`config.mk`:
```
export PLATFORM = sky130hd
export DESIGN_NAME = hazard_scoreboard_flat
export DESIGN_NICKNAME = d
export VERILOG_FILES = /design/src/rtl/hazard_scoreboard_pkg.sv /design/src/rtl/hazard_scoreboard_if.sv /design/src/rtl/hazard_scoreboard_md.sv /design/src/rtl/hazard_scoreboard.sv /design/src/flat_wrapper.sv
export SDC_FILE = /design/constraint.sdc
export NUM_CORES = 1
export LEC_CHECK = 0
export ABC_AREA = 1
export ABC_CLOCK_PERIOD_IN_PS = 6400
export CAP_MARGIN = 20
export CORE_MARGIN = 5
export CORE_UTILIZATION = 55
export CTS_CLUSTER_DIAMETER = 150
export CTS_CLUSTER_SIZE = 25
export DETAILED_ROUTE_END_ITERATION = 8
export PLACE_DENSITY = 0.83
export SYNTH_ARGS = -nofsm -noshare
export SYNTH_HDL_FRONTEND = slang
export SYNTH_HIERARCHICAL = 1
export SYNTH_SLANG_ARGS = --single-unit
export TNS_END_PERCENT = 1
```
`constraint.sdc`:
```
create_clock -name clk -period 6.4 [get_ports clk]
set_input_delay 0.96 -clock clk [delete_from_list [all_inputs] [get_ports clk]]
set_output_delay 0.96 -clock clk [all_outputs]
set_load 0.02 [all_outputs]
```
`src/rtl/hazard_scoreboard_pkg.sv`:
```
// Shared types for the D-stage Tuse/Tnew hazard unit.
// Holds register/timing widths, the scoreboard entry type and small helpers.
package hazard_pkg;

    localparam int REG_AW = 5;
    localparam int T_W    = 2;

    // All-ones Tuse marks an operand the instruction does not read.
    localparam logic [T_W-1:0] TUSE_NONE = '1;

    typedef struct packed {
        logic              valid;
        logic [REG_AW-1:0] dst;
        logic [T_W-1:0]    tnew;
    } sb_entry_t;

    // Width of a forward select: 0 = GRF, k+1 = stage k.
    function automatic int sel_w(input int nstage);
        return (nstage + 1 <= 2) ? 1 : $clog2(nstage + 1);
    endfunction

    // Saturating decrement of a Tnew code.
    function automatic logic [T_W-1:0] tnew_dec(input logic [T_W-1:0] t);
        return (t == '0) ? '0 : t - 1'b1;
    endfunction

endpackage

```
`src/rtl/hazard_scoreboard_if.sv`:
```
// D-stage hazard bundle between the decoder (master) and hazard unit (slave).
// Master drives D fields (rs/rt/tuse, dst/wen/tnew, md start/use); slave returns stall, selects, md_busy.
interface hazard_scoreboard_if
    import hazard_pkg::*;
#(
    parameter int NSTAGE = 3
);
    localparam int SEL_W = sel_w(NSTAGE);

    logic [REG_AW-1:0] d_rs;
    logic [REG_AW-1:0] d_rt;
    logic [T_W-1:0]    d_tuse_rs;
    logic [T_W-1:0]    d_tuse_rt;
    logic [REG_AW-1:0] d_dst;
    logic              d_wen;
    logic [T_W-1:0]    d_tnew;
    logic              d_md_start;
    logic              d_md_use;
    logic              stall;
    logic [SEL_W-1:0]  fwd_rs_sel;
    logic [SEL_W-1:0]  fwd_rt_sel;
    logic              md_busy;

    modport master (
        output d_rs, d_rt, d_tuse_rs, d_tuse_rt,
        output d_dst, d_wen, d_tnew,
        output d_md_start, d_md_use,
        input  stall, fwd_rs_sel, fwd_rt_sel, md_busy
    );

    modport slave (
        input  d_rs, d_rt, d_tuse_rs, d_tuse_rt,
        input  d_dst, d_wen, d_tnew,
        input  d_md_start, d_md_use,
        output stall, fwd_rs_sel, fwd_rt_sel, md_busy
    );

endinterface

```
`src/rtl/hazard_scoreboard_md.sv`:
```
// Mul/div busy counter: loads MD_LAT when a start enters E, else counts down.
// Ports: clk_i, reset_i (sync, high), start_i (accepted start), busy_o (count nonzero).
module md_busy_counter #(
    parameter int MD_LAT = 5
) (
    input  logic clk_i,
    input  logic reset_i,
    input  logic start_i,
    output logic busy_o
);
    localparam int CW = (MD_LAT + 1 <= 2) ? 1 : $clog2(MD_LAT + 1);

    logic [CW-1:0] cnt_q;
    logic [CW-1:0] cnt_d;

    always_comb begin
        cnt_d = cnt_q;
        if (start_i) begin
            cnt_d = CW'(MD_LAT);
        end else if (cnt_q != '0) begin
            cnt_d = cnt_q - 1'b1;
        end
    end

    always_ff @(posedge clk_i) begin
        if (reset_i) begin
            cnt_q <= '0;
        end else begin
            cnt_q <= cnt_d;
        end
    end

    assign busy_o = (cnt_q != '0);

endmodule

```
`src/rtl/hazard_scoreboard.sv`:
```
// Tuse/Tnew hazard unit: NSTAGE-deep writer scoreboard (stage 0 = E) plus mul/div busy.
// Ports: clk, reset (sync, high), hz (slave: D fields in; stall, fwd_rs/rt_sel, md_busy out).
module hazard_scoreboard
    import hazard_pkg::*;
#(
    parameter int NSTAGE = 3,
    parameter int MD_LAT = 5
) (
    input  logic                clk,
    input  logic                reset,
    hazard_scoreboard_if.slave  hz
);
    localparam int SEL_W = sel_w(NSTAGE);

    sb_entry_t ent_q [NSTAGE];
    sb_entry_t ent_d [NSTAGE];

    logic [NSTAGE-1:0] m_rs;
    logic [NSTAGE-1:0] m_rt;

    logic             rs_hit;
    logic             rt_hit;
    logic [T_W-1:0]   rs_tnew;
    logic [T_W-1:0]   rt_tnew;
    logic [SEL_W-1:0] rs_k;
    logic [SEL_W-1:0] rt_k;
    logic             stall_rs;
    logic             stall_rt;
    logic             stall_md;
    logic             stall;
    logic             md_busy;

    for (genvar k = 0; k < NSTAGE; k++) begin : g_match
        assign m_rs[k] = ent_q[k].valid &&
                         (ent_q[k].dst == hz.d_rs) &&
                         (hz.d_rs != '0);
        assign m_rt[k] = ent_q[k].valid &&
                         (ent_q[k].dst == hz.d_rt) &&
                         (hz.d_rt != '0);
    end

    // Scan oldest to youngest so the youngest match wins and shadows older ones.
    always_comb begin
        rs_hit  = 1'b0;
        rt_hit  = 1'b0;
        rs_tnew = '0;
        rt_tnew = '0;
        rs_k    = '0;
        rt_k    = '0;
        for (int k = NSTAGE - 1; k >= 0; k--) begin
            if (m_rs[k]) begin
                rs_hit  = 1'b1;
                rs_tnew = ent_q[k].tnew;
                rs_k    = SEL_W'(k);
            end
            if (m_rt[k]) begin
                rt_hit  = 1'b1;
                rt_tnew = ent_q[k].tnew;
                rt_k    = SEL_W'(k);
            end
        end
    end

    assign stall_rs = rs_hit && (hz.d_tuse_rs != TUSE_NONE) &&
                      (rs_tnew > hz.d_tuse_rs);
    assign stall_rt = rt_hit && (hz.d_tuse_rt != TUSE_NONE) &&
                      (rt_tnew > hz.d_tuse_rt);
    assign stall_md = hz.d_md_use && md_busy;
    assign stall    = stall_rs | stall_rt | stall_md;

    assign hz.stall      = stall;
    assign hz.md_busy    = md_busy;
    assign hz.fwd_rs_sel = (rs_hit && rs_tnew == '0) ? rs_k + 1'b1 : '0;
    assign hz.fwd_rt_sel = (rt_hit && rt_tnew == '0) ? rt_k + 1'b1 : '0;

    // A stalled D slot becomes a bubble in E; $0 or non-writing instrs are stored invalid.
    always_comb begin
        ent_d[0] = '0;
        if (!stall) begin
            ent_d[0].valid = hz.d_wen && (hz.d_dst != '0);
            ent_d[0].dst   = hz.d_dst;
            ent_d[0].tnew  = hz.d_tnew;
        end
        for (int k = 1; k < NSTAGE; k++) begin
            ent_d[k]      = ent_q[k-1];
            ent_d[k].tnew = tnew_dec(ent_q[k-1].tnew);
        end
    end

    always_ff @(posedge clk) begin
        if (reset) begin
            for (int k = 0; k < NSTAGE; k++) begin
                ent_q[k] <= '0;
            end
        end else begin
            for (int k = 0; k < NSTAGE; k++) begin
                ent_q[k] <= ent_d[k];
            end
        end
    end

    md_busy_counter #(
        .MD_LAT (MD_LAT)
    ) u_md (
        .clk_i   (clk),
        .reset_i (reset),
        .start_i (hz.d_md_start && !stall),
        .busy_o  (md_busy)
    );

endmodule

```
`src/flat_wrapper.sv`:
```
// flat-port wrapper written by rule: the top's interface ports become plain ports
module hazard_scoreboard_flat import hazard_pkg::*;
#(
    parameter int NSTAGE = 3,
    parameter int MD_LAT = 5
)
  (clk, reset, hz_d_rs, hz_d_rt, hz_d_tuse_rs, hz_d_tuse_rt, hz_d_dst, hz_d_wen, hz_d_tnew, hz_d_md_start, hz_d_md_use, hz_stall, hz_fwd_rs_sel, hz_fwd_rt_sel, hz_md_busy);
  hazard_scoreboard_if #(.NSTAGE(NSTAGE)) hz_i ();
  input  logic clk;
  input  logic reset;
  input wire logic [$bits(hz_i.d_rs)-1:0] hz_d_rs;
  input wire logic [$bits(hz_i.d_rt)-1:0] hz_d_rt;
  input wire logic [$bits(hz_i.d_tuse_rs)-1:0] hz_d_tuse_rs;
  input wire logic [$bits(hz_i.d_tuse_rt)-1:0] hz_d_tuse_rt;
  input wire logic [$bits(hz_i.d_dst)-1:0] hz_d_dst;
  input wire logic [$bits(hz_i.d_wen)-1:0] hz_d_wen;
  input wire logic [$bits(hz_i.d_tnew)-1:0] hz_d_tnew;
  input wire logic [$bits(hz_i.d_md_start)-1:0] hz_d_md_start;
  input wire logic [$bits(hz_i.d_md_use)-1:0] hz_d_md_use;
  output wire logic [$bits(hz_i.stall)-1:0] hz_stall;
  output wire logic [$bits(hz_i.fwd_rs_sel)-1:0] hz_fwd_rs_sel;
  output wire logic [$bits(hz_i.fwd_rt_sel)-1:0] hz_fwd_rt_sel;
  output wire logic [$bits(hz_i.md_busy)-1:0] hz_md_busy;
  assign hz_i.d_rs = hz_d_rs;
  assign hz_i.d_rt = hz_d_rt;
  assign hz_i.d_tuse_rs = hz_d_tuse_rs;
  assign hz_i.d_tuse_rt = hz_d_tuse_rt;
  assign hz_i.d_dst = hz_d_dst;
  assign hz_i.d_wen = hz_d_wen;
  assign hz_i.d_tnew = hz_d_tnew;
  assign hz_i.d_md_start = hz_d_md_start;
  assign hz_i.d_md_use = hz_d_md_use;
  assign hz_stall = hz_i.stall;
  assign hz_fwd_rs_sel = hz_i.fwd_rs_sel;
  assign hz_fwd_rt_sel = hz_i.fwd_rt_sel;
  assign hz_md_busy = hz_i.md_busy;
  hazard_scoreboard #(.NSTAGE(NSTAGE), .MD_LAT(MD_LAT)) u_core (.clk(clk), .reset(reset), .hz(hz_i));
endmodule
```
==> summary.md <==
| Metric | Value |
|---|---|
| Worst min path class | `reg -> reg` |
| Worst VDD drop | `~0.17 mV` |
| R2R depth | `19` |
| Congestion Overflow GR | `0` |
| Clk_skew | `roughly 0.0071 ns` |
| CP max stage delay | `a little over 0.6 ns` |
| Mapped Cells | `307` |
| Mean post-synth cell area | `roughly 6 sq um` |
| Most frequent cells in the layout | `nand2_1 (106), inv_1 (57), nor2_1 (39), clkdlybuf4s50_1 (31), dfxtp_1 (27)` |
| Worst Hold Depth | `2` |
| Top sig layer | `met4` |
| Post-Synth Simple-Gate Area | `between 40% and 50%` |
| CP bufs+invs | `5` |
| Async SR Flop Fraction | `0%` |
| Hold endpoint | `u_core/ent_q[0][23]` |
| Largest net degree at the start of global routing | `20` |
| Largest family of logic cells by synthesized area | `simple AND/OR/NAND/NOR gates` |
| Endpoint class of the critical path | `output port` |
| Slew Limit Fails | `0` |
| Commonest non-fill, non-tap cell in the layout | `nand2_1` |
| Filler cell count | `around 290` |
| Initial core utilization | `roughly three fifths` |
| Arrival @ worst endpoint | `between 3 and 4 ns` |
| Port Buffers | `31` |
| Maximum root-to-sink buffer count | `2` |
| Share of the yosys chip area belonging to registers | `around 30%` |
| First-pass GRT wire length | `6.009 mm` |
| Cts repair resizes | `0` |
| Syn Nets | `roughly 340` |
| Initial antenna violation count | `0` |
| Metal3 WL | `approximately 260 um` |
| Ordered cell list for the critical path | `clkdlybuf4s50_1 > inv_2 > nand3_2 > nor2_2 > nor2_1 > nand3_2 > clkinv_1 > nand2_1 > nand2_1 > inv_1 > ha_1 > a21oi_1 > a221oi_1 > nand2_2 > nand3_1 > clkdlybuf4s50_1` |
| Post-Route WL | `between 3 and 4 mm` |
| Ports | `32` |
| Slew at the pin closest to its max-slew limit | `around 0.72 ns` |
| DR vias/cell | `4.714` |
| Worst R2R Start | `u_core/ent_q[0][2]` |
| Die footprint | `about 0.0045 sq mm` |
| Fin crit share | `between 70 and 80%` |
| R2r endpoint | `u_core/u_md/cnt_q[0]` |
| Initial detailed-routing violation count | `around 150` |
| RSZ-0062 raised after global routing | `no` |
| Pwr/cell area | `~170 mW/mm^2` |
| DR DRC count | `0` |
| Hold bufs inserted after CTS | `0` |
| Worst-Skew Late Latency | `approximately 0.33 ns` |
| Synth Register Bits | `27` |
| Top_reg_cell synth | `dfxtp_1` |
| DP Area | `around 0.0022 sq mm` |
| Critical path class | `in -> out` |
| CTS tree | `built` |
| Top cells by area in the synthesized netlist | `dfxtp_1 (30%), nand2_1 (22%), inv_1 (12%)` |
| CP max FO | `5` |
| Root Buffer | `clkbuf_4` |
| Final nets | `376` |
| Crit path max-delay family | `buffers and inverters` |
| Setup Viol. Count Final | `0` |
| Post-DRT Antenna Nets | `0` |
| Cell Area, Synth | `~0.0018 sq mm` |
| # Post-CTS Setup Buffers | `0` |
| Vias in the first global route | `1495` |
| Mux cell area share after synthesis | `0%` |
| DRT met1 WL | `1.759 mm` |
| Worst path slowest cell | `clkdlybuf4s50_1` |
| Hold Slack | `between 0.4 and 0.5 ns` |
| Total CTS buffers | `3` |
| Leak | `about 1.2 nW` |
| Fmax | `~210 MHz` |
| H-tree levels | `1` |
| Final worst path period need | `around 4.7 ns` |
| Die Ht | `67.38 um` |
| Post-DP HPWL | `around 3.0 mm` |
| Die X | `between 60 and 70 um` |
| Core Footprint | `roughly 0.0031 sq mm` |
| Maxcap violations | `0` |
| Yosys Warn Count | `6` |
| GRT Util Overall | `between 10% and 20%` |
| Distinct cells, synth | `21` |
| Design Area, Final | `around 0.0022 sq mm` |
| Layout cells sized above 1 | `under 10%` |
| CP Launch Type | `primary input` |
| Final Power | `about 0.38 mW` |
| TNS Setup | `0 ns` |
| Slew headroom | `51.59%` |
| Hold_sp | `u_core/ent_q[0][15]` |
| Row cnt | `20` |
| # diodes | `0` |
| R2R setup slack | `a little under 4 ns` |
| Area Growth Syn to Fin | `21.49%` |
| EDFF count, synth | `0` |
| Post-Synth XOR/XNOR Area | `less than 1%` |
| Reg clk slew, reported paths | `about 0.16 ns` |
| Routability cong. | `between 0.9 and 1` |
| Yosys top cell area share | `29.85%` |
| Area leader, netlist | `dfxtp_1` |
| TritonCTS Sinks | `27` |
| Routed wl met2 | `roughly 1.6 mm` |
| Via count | `about 1800` |
| Complex-gate fraction of the synthesized area | `4.838%` |
| Fin. Hold Viols | `0` |
| Outcome | `finished, final reports clean` |
| Adder-cell area share of the yosys netlist | `6.220%` |
| WL per Instance | `between 9 and 10 um` |
| First-pass DRT Iterations | `4` |
| CP required | `between 5 and 6 ns` |
-- Yosys cell counts, types with 4 or more instances --
cell	count
nor2_2	9
nor2_1	39
nand3_1	17
dfxtp_1	27
nor3_1	4
o21ai_0	4
a21oi_1	10
inv_1	57
nand2_1	106
ha_1	9
inv_2	8
nand2_2	5
-- worst max path at each step --
stage               start  endpoint  slack (ns)  cells after the start
3_5_place_dp   hz_d_rs[4]  hz_stall        1.70                     17
5_1_grt        hz_d_rs[4]  hz_stall        1.41                     17
3_3_place_gp   hz_d_rs[2]  hz_stall        1.71                     16
2_1_floorplan  hz_d_rs[3]  hz_stall        2.93                     15
4_1_cts        hz_d_rs[4]  hz_stall        1.69                     17
6_report       hz_d_rs[4]  hz_stall        1.69                     16
-- logic make-up after synthesis --
family,count (synthesis)
xor+xnor,1
compound gates,16
flops,27
simple gates,186
fa+ha+maj,9
buf+inv,68
-- per-layer routing --
layer  track usage [%]  up-vias
li1                  -      979
met1             22.41      764
met2             28.10       61
met3             3.993        6
met4             3.797        0
met5                 0        -
-- tightest hold or removal path, stage by stage (launching register included) --
cell	delay, ns
dfxtp_1	0.33
inv_1	0.08
nor2_1	0.04
-- state kept, by name, summed over array words and instances (netlist names) --
signal	count
u_core/ent_q	24
u_core/u_md/cnt_q	3
-- layout make-up --
class | instances | area (sq um) | share of cell area, %
Timing Repair Buffer | 31 | 310.3 | 14.11
Multi-Input combinational cell | 212 | 1015 | 46.13
Clock inverter | 1 | 8.758 | 0.3982
Tap cell | 44 | 55.05 | 2.503
Sequential cell | 27 | 540.5 | 24.57
Clock buffer | 3 | 22.52 | 1.024
Inverter | 66 | 247.7 | 11.26
-- power breakdown --
part	switching, mW	internal (mW)	total, mW
registers	0.00889	0.181	0.190
clock network	0.0540	0.0256	0.0795
logic	0.0594	0.0469	0.106
total	0.122	0.254	0.376
-- metrics by stage --
step	util [%]	worst slack (ns)	std cells
after global placement	69.88	1.710	380
after CTS	70.89	1.687	384
after global routing	70.89	1.405	384
after detailed placement	69.88	1.701	380
after floorplan	-	2.928	307
final	70.89	1.695	384
(Power assumes the default switching activity.)
